### config.mk
export PLATFORM = sky130hd
export DESIGN_NAME = uart_imem_loader
export DESIGN_NICKNAME = d
export VERILOG_FILES = /design/src/rtl/imem_loader_pkg.sv /design/src/rtl/uart_rx.sv /design/src/rtl/uart_imem_loader.sv
export SDC_FILE = /design/constraint.sdc
export NUM_CORES = 1
export LEC_CHECK = 0
export BUFFER_PORTS_ARGS = -buffer_cell sky130_fd_sc_hd__buf_2
export CAP_MARGIN = 15
export CORE_ASPECT_RATIO = 1.4
export CORE_UTILIZATION = 55
export CTS_BUF_LIST = sky130_fd_sc_hd__clkbuf_2 sky130_fd_sc_hd__clkbuf_4 sky130_fd_sc_hd__clkbuf_8
export DETAILED_ROUTE_END_ITERATION = 10
export GPL_TIMING_DRIVEN = 1
export PLACE_DENSITY = 0.83
export SLEW_MARGIN = 20
export SYNTH_ARGS = -nofsm -noshare
export SYNTH_HDL_FRONTEND = slang
export SYNTH_HIERARCHICAL = 1
export SYNTH_SLANG_ARGS = --single-unit
### constraint.sdc
create_clock -name clk -period 2.75 [get_ports clk]
set_clock_uncertainty 0.2 [all_clocks]
set_input_delay 0.275 -clock clk [delete_from_list [all_inputs] [get_ports clk]]
set_output_delay 0.275 -clock clk [all_outputs]
set_load 0.05 [all_outputs]
### src/rtl/imem_loader_pkg.sv
// Shared types and constants for the UART instruction-memory loader.
package imem_loader_pkg;

  // Frame format: 8N1, LSB first.
  localparam int DATA_BITS = 8;
  localparam int STOP_BITS = 1;

  // Load FSM states.
  typedef enum logic [2:0] {
    IDLE,
    COUNT,
    DATA,
    DONE,
    ERR
  } load_state_e;

  // Receiver states.
  typedef enum logic [1:0] {
    RX_IDLE,
    RX_START,
    RX_BITS,
    RX_STOP
  } rx_state_e;

  // Clock cycles per serial bit, rounded to nearest.
  function automatic int baud_div(input int clk_hz, input int baud);
    return (clk_hz + baud / 2) / baud;
  endfunction

endpackage

### src/rtl/uart_rx.sv
// 8N1 UART receiver: synchronizer, mid-bit sampling baud counter, bit shifter.
module uart_rx
  import imem_loader_pkg::*;
#(
  parameter int CLK_HZ = 100_000_000,
  parameter int BAUD   = 115200
) (
  input  logic       clk,
  input  logic       rstn,
  input  logic       rxd,
  output logic [7:0] byte_o,
  output logic       byte_valid_o,
  output logic       frame_err_o
);

  localparam int DIV   = baud_div(CLK_HZ, BAUD);
  localparam int HALF  = DIV / 2;
  localparam int CNT_W = $clog2(DIV + 1);

  // sync_q[1] is the synchronized line, sync_q[2] its previous value.
  logic [2:0]       sync_q;
  rx_state_e        state_q, state_d;
  logic [CNT_W-1:0] cnt_q, cnt_d;
  logic [2:0]       bit_q, bit_d;
  logic [7:0]       shift_q, shift_d;
  logic [7:0]       byte_q, byte_d;
  logic             valid_q, valid_d;
  logic             ferr_q, ferr_d;

  logic line;
  logic fall;
  assign line = sync_q[1];
  assign fall = sync_q[2] & ~sync_q[1];

  // Two-flop synchronizer plus edge-detect stage; idles high.
  always_ff @(posedge clk or negedge rstn) begin
    if (!rstn) sync_q <= 3'b111;
    else       sync_q <= {sync_q[1:0], rxd};
  end

  // Receiver state register.
  // NOTE: sequential state uses non-blocking assignments so every flop samples pre-edge values.
  always_ff @(posedge clk or negedge rstn) begin
    if (!rstn) begin
      state_q <= RX_IDLE;
      cnt_q   <= '0;
      bit_q   <= '0;
      shift_q <= '0;
      byte_q  <= '0;
      valid_q <= 1'b0;
      ferr_q  <= 1'b0;
    end else begin
      state_q <= state_d;
      cnt_q   <= cnt_d;
      bit_q   <= bit_d;
      shift_q <= shift_d;
      byte_q  <= byte_d;
      valid_q <= valid_d;
      ferr_q  <= ferr_d;
    end
  end

  // Start detect, start-bit validation, data sampling and stop-bit check.
  always_comb begin
    // NOTE: every variable gets a default first so no path can infer a latch.
    state_d = state_q;
    cnt_d   = cnt_q + 1'b1;
    bit_d   = bit_q;
    shift_d = shift_q;
    byte_d  = byte_q;
    valid_d = 1'b0;
    ferr_d  = 1'b0;
    unique case (state_q)
      RX_IDLE: begin
        cnt_d = '0;
        if (fall) state_d = RX_START;
      end
      RX_START: begin
        if (cnt_q == CNT_W'(HALF - 1)) begin
          cnt_d   = '0;
          bit_d   = '0;
          // A line back high at mid-start is a glitch: drop it silently.
          state_d = line ? RX_IDLE : RX_BITS;
        end
      end
      RX_BITS: begin
        if (cnt_q == CNT_W'(DIV - 1)) begin
          cnt_d   = '0;
          shift_d = {line, shift_q[7:1]};
          if (bit_q == 3'(DATA_BITS - 1)) state_d = RX_STOP;
          else                            bit_d   = bit_q + 1'b1;
        end
      end
      RX_STOP: begin
        if (cnt_q == CNT_W'(DIV - 1)) begin
          cnt_d   = '0;
          state_d = RX_IDLE;
          if (line) begin
            valid_d = 1'b1;
            byte_d  = shift_q;
          end else begin
            ferr_d  = 1'b1;
          end
        end
      end
      default: state_d = RX_IDLE;
    endcase
  end

  assign byte_o       = byte_q;
  assign byte_valid_o = valid_q;
  assign frame_err_o  = ferr_q;

endmodule

### src/rtl/uart_imem_loader.sv
// Loads a word-count-prefixed little-endian program image from UART into instruction memory.
module uart_imem_loader
  import imem_loader_pkg::*;
#(
  parameter int CLK_HZ = 100_000_000,
  parameter int BAUD   = 115200,
  parameter int ADDR_W = 6
) (
  input  logic              clk,
  input  logic              rstn,
  input  logic              rxd,
  input  logic              load_en,
  output logic              we_o,
  output logic [ADDR_W-1:0] waddr_o,
  output logic [31:0]       wdata_o,
  output logic              busy_o,
  output logic              done_o,
  output logic              err_o,
  output logic [ADDR_W:0]   word_cnt_o
);

  localparam int DEPTH = 2 ** ADDR_W;

  logic [7:0] rx_byte;
  logic       rx_valid;
  logic       rx_ferr;

  uart_rx #(.CLK_HZ(CLK_HZ), .BAUD(BAUD)) u_rx (
    .clk         (clk),
    .rstn        (rstn),
    .rxd         (rxd),
    .byte_o      (rx_byte),
    .byte_valid_o(rx_valid),
    .frame_err_o (rx_ferr)
  );

  logic [1:0]        en_sync_q;
  load_state_e       state_q, state_d;
  logic [1:0]        lane_q, lane_d;
  logic [23:0]       wbuf_q, wbuf_d;
  logic              we_q, we_d;
  logic [31:0]       wdata_q, wdata_d;
  logic [ADDR_W-1:0] waddr_q, waddr_d;
  logic [ADDR_W:0]   cnt_q, cnt_d;
  logic [ADDR_W:0]   n_q, n_d;
  logic              done_q, done_d;
  logic              err_q, err_d;

  // Two-flop synchronizer for the load_en switch.
  always_ff @(posedge clk or negedge rstn) begin
    if (!rstn) en_sync_q <= 2'b00;
    else       en_sync_q <= {en_sync_q[0], load_en};
  end

  // Load FSM and datapath registers.
  always_ff @(posedge clk or negedge rstn) begin
    if (!rstn) begin
      state_q <= IDLE;
      lane_q  <= '0;
      wbuf_q  <= '0;
      we_q    <= 1'b0;
      wdata_q <= '0;
      waddr_q <= '0;
      cnt_q   <= '0;
      n_q     <= '0;
      done_q  <= 1'b0;
      err_q   <= 1'b0;
    end else begin
      state_q <= state_d;
      lane_q  <= lane_d;
      wbuf_q  <= wbuf_d;
      we_q    <= we_d;
      wdata_q <= wdata_d;
      waddr_q <= waddr_d;
      cnt_q   <= cnt_d;
      n_q     <= n_d;
      done_q  <= done_d;
      err_q   <= err_d;
    end
  end

  // Next state, byte-lane assembly, write strobe and address/word counters.
  always_comb begin
    state_d = state_q;
    lane_d  = lane_q;
    wbuf_d  = wbuf_q;
    we_d    = 1'b0;
    wdata_d = wdata_q;
    waddr_d = waddr_q;
    cnt_d   = cnt_q;
    n_d     = n_q;
    done_d  = done_q;
    err_d   = err_q;
    if (!en_sync_q[1]) begin
      // Switch off: abandon any partial word, keep counters for display.
      state_d = IDLE;
    end else begin
      unique case (state_q)
        IDLE: begin
          state_d = COUNT;
          lane_d  = '0;
          waddr_d = '0;
          cnt_d   = '0;
          done_d  = 1'b0;
          err_d   = 1'b0;
        end
        COUNT: begin
          if (rx_ferr) begin
            state_d = ERR;
            err_d   = 1'b1;
          end else if (rx_valid) begin
            // 0 encodes a full-depth image; anything larger is clipped to depth.
            if (rx_byte == 8'd0 || int'(rx_byte) > DEPTH) n_d = (ADDR_W + 1)'(DEPTH);
            else                                          n_d = rx_byte[ADDR_W:0];
            state_d = DATA;
          end
        end
        DATA: begin
          if (rx_ferr) begin
            state_d = ERR;
            err_d   = 1'b1;
          end else begin
            if (we_q) begin
              cnt_d = cnt_q + 1'b1;
              if (cnt_q + 1'b1 == n_q) begin
                state_d = DONE;
                done_d  = 1'b1;
              end else begin
                waddr_d = waddr_q + 1'b1;
              end
            end
            if (rx_valid) begin
              if (lane_q == 2'd3) begin
                we_d    = 1'b1;
                wdata_d = {rx_byte, wbuf_q};
                lane_d  = '0;
              end else begin
                wbuf_d[8*int'(lane_q) +: 8] = rx_byte;
                lane_d = lane_q + 1'b1;
              end
            end
          end
        end
        DONE, ERR: ;
        default: state_d = IDLE;
      endcase
    end
  end

  assign we_o       = we_q;
  assign waddr_o    = waddr_q;
  assign wdata_o    = wdata_q;
  assign busy_o     = (state_q == COUNT) || (state_q == DATA);
  assign done_o     = done_q;
  assign err_o      = err_q;
  assign word_cnt_o = cnt_q;

endmodule

==> reports/metrics.csv <==
metric,value,unit
Pint,2.94,mW
top cell type by total area after synthesis,dfrtp_1,
Slew headroom,0.410,
maximum fanout along the worst path,7,
routed vias,3751,
Post-DP HPWL,7.51,mm
worst path required time,2870,ps
Routed Antenna Nets,0,
CTS Buf Count,17,
root buffer cell,clkbuf_8,
Syn Area/Cell,12.0,sq um
CP peak stage delay,630,ps
Worst-path clk slew,70,ps
vias in the first global route,3934,
Syn Nets,476,
hold depth,0,
RSZ-0062 raised after global routing,false,
Pwr Density,597,mW/mm^2
worst-margin pin slew,886,ps
Reg2Reg Launch Point,word_cnt_o[1],
Fillers,768,
first-pass detailed-route iteration total,4,
NetSw,0.929,mW
Leak,3.17,nW
remaining global-route overflow,0,
total power,3.87,mW
Hold WS,156,ps
Slowest cell on crit path,or4bb_2,
cell count after synthesis,461,
ANT cells,0,
top-count cell post-synth,dfrtp_1,
Yosys cell types,64,
Final setup viols,0,
first-pass GRT wire length,18.8,mm
H-tree depth,4,
Total GRT Usage,0.236,
Worst Hold Class,flip-flop to flip-flop,
post-route minimum period,2530,ps
startpoint types,flip-flop,
Sink Count,122,
CTS resizes,0,
R2R depth,6,
TritonCTS clock tree,yes,
CP arrival,2640,ps
initial antenna violation count,0,
clk buf depth,2,
fin. max-slew vios,0,
setup TNS,0,ps
full die area,0.0105,sq mm
Wirelength per Cell,15.9,um
Routed WL,10.9,mm
crit path capture type,flip-flop,
I/O Buffers,52,
final period utilization,0.919,
"worst slack, placed",231,ps
worst-path cell chain,ha_1 > or4bb_2 > o211ai_1 > o21a_1 > a31oi_1 > mux2_2,
Crit Path Category,flip-flop to flip-flop,
Syn Std Cell Area,0.00554,sq mm
Post-synth EDFFs,0,
register area,0.00306,sq mm
Clock Latency Late Sink,430,ps
Via density,5.48,
status,"finished, final reports clean",
YS warnings,6,
dpl cells,649,
Synth area leaders,"dfrtp_1 54%, mux2_2 10%, mux2i_1 5.1%",
Seq pwr share,0.501,
min-delay src,en_sync_q[0],
Synth Register Bits,122,
core area,0.00985,sq mm
Clk pwr share,0.431,
Hold Fails Final Rpt,0,
Worst Slack Setup Final,222,ps
Synth top cells by count,"119 x dfrtp_1, 49 x mux2_2, 48 x nand2_1",
io pins,53,
"Async S/R FF share, synth",1.00,
Starting Density,0.562,
# rows,43,
proportion of layout cells with a drive suffix above 1,0.306,
Multi-input gate area,0.00230,sq mm
top-area cell type share of the netlist area,0.538,
Die Wd,86.8,um
DRC errors left,0,
# Max-Cap Violations,0,
gpl congestion,0.855,
largest net degree at the start of global routing,70,
Final Non-Filler Cells,684,
Post-CTS Setup Inserts,0,
register-to-register setup slack,220,ps
Main synth FF type,dfrtp_1,
power share of the combinational group,0.067,
Die H,121,um
fmax,396,MHz
Sw Share,0.240,
Peak VDD IR,458,uV
Final #Nets,551,
Area Growth Syn to Fin,17.0,%
Initial DRC Count,208,
hold endpoint,en_sync_q[1],
r2r endpoint,waddr_o[0],
post-synthesis sequential area ratio,0.552,
## worst max-delay path by stage
stage | from | slack (ps) | cells past startpoint | to
6_report | word_cnt_o[1] | 220 | 6 | waddr_o[0]
3_5_place_dp | word_cnt_o[1] | 230 | 6 | waddr_o[0]
5_1_grt | word_cnt_o[1] | 80 | 6 | waddr_o[0]
3_3_place_gp | word_cnt_o[1] | 350 | 6 | waddr_o[0]
4_1_cts | word_cnt_o[1] | 220 | 6 | waddr_o[0]
2_1_floorplan | word_cnt_o[0] | 10 | 7 | waddr_o[0]
## cell families (layout without fill, tap and decap cells)
logic type                 after synthesis  after routing  share of synthesized area
AOI/OAI and AO/OA                       52             52                     0.0757
xor gates and xnor gates                19             19                     0.0301
adders and majority gates               11             11                     0.0249
buffers and inverters                   46            134                     0.0328
DFF                                    122            122                      0.552
muxes                                   78             78                      0.152
and+or+nand+nor                        133            133                      0.132
## cell type report
cell class | count | area share
Sequential cell | 122 | 0.472
Multi-Input combinational cell | 293 | 0.355
Timing Repair Buffer | 68 | 0.0622
Clock buffer | 18 | 0.0373
Clock inverter | 14 | 0.0276
Tap cell | 135 | 0.0261
Inverter | 34 | 0.0197
## per-stage QoR
step | utilization | cell area, sq um
after floorplan | - | 5540
after global placement | 0.612 | 6020
after detailed placement | 0.612 | 6020
after CTS | 0.658 | 6470
after global routing | 0.658 | 6470
final | 0.658 | 6470
## routing by layer
metal | wire [um] | track usage | vias up | share of wire
li1 | - | - | 1767 | -
met1 | 4380 | 0.281 | 1888 | 0.40
met4 | 233 | 0.0896 | 0 | 0.021
met3 | 398 | 0.0553 | 17 | 0.037
met5 | 0 | 0 | - | 0
met2 | 5880 | 0.410 | 79 | 0.54
## worst max-delay path, delay by kind of cell (launching register included)
kind	cells	cell delay, ps
simple gates	1	630
compound gates	3	550
flops	1	440
fa+ha+maj	1	320
mux	1	280
## registers in the layout, indices dropped and copies added, names as in the netlist, 3 cells and up, named ones only
| register | flops |
|---|---|
| n_q | 7 |
| state_q | 3 |
| u_rx/bit_q | 3 |
| u_rx/byte_o | 8 |
| u_rx/cnt_q | 10 |
| u_rx/shift_q | 8 |
| u_rx/sync_q | 3 |
| waddr_o | 6 |
| wbuf_q | 24 |
| wdata_o | 32 |
| word_cnt_o | 7 |
## layout by cell type (no fill, tap or decap), drive strengths merged, types with 3 or more instances in the layout
cell type / count
nor3b: 7
dfrtp: 119
dlygate4sd3: 3
nor2: 24
bufinv: 4
nor3: 9
a31oi: 7
nor2b: 3
mux2i: 28
xor2: 10
ha: 11
and2: 4
dfstp: 3
buf: 65
clkbuf: 18
inv: 34
nand3: 8
o31ai: 3
clkinv: 8
mux2: 50
and3: 8
nand2b: 7
a22o: 9
xnor2: 9
o21ai: 11
nand2: 48
nand4: 6
## what timing repair did
| action | in CTS | in global routing |
|---|---|---|
| setup endpoints to repair | 0 | 0 |
| hold buffers | 3 | 0 |
| hold endpoints to repair | 65 | 0 |
## power by group through the flow
stage / combinational [mW] / sequential (mW) / clock (mW)
2_1_floorplan: 0.190 / 1.94 / 0
3_3_place_gp: 0.246 / 1.97 / 0
3_5_place_dp: 0.262 / 1.97 / 0
4_1_cts: 0.268 / 1.94 / 1.72
5_1_grt: 0.300 / 1.95 / 1.79
6_report: 0.260 / 1.94 / 1.67
(Power assumes the default switching activity.)
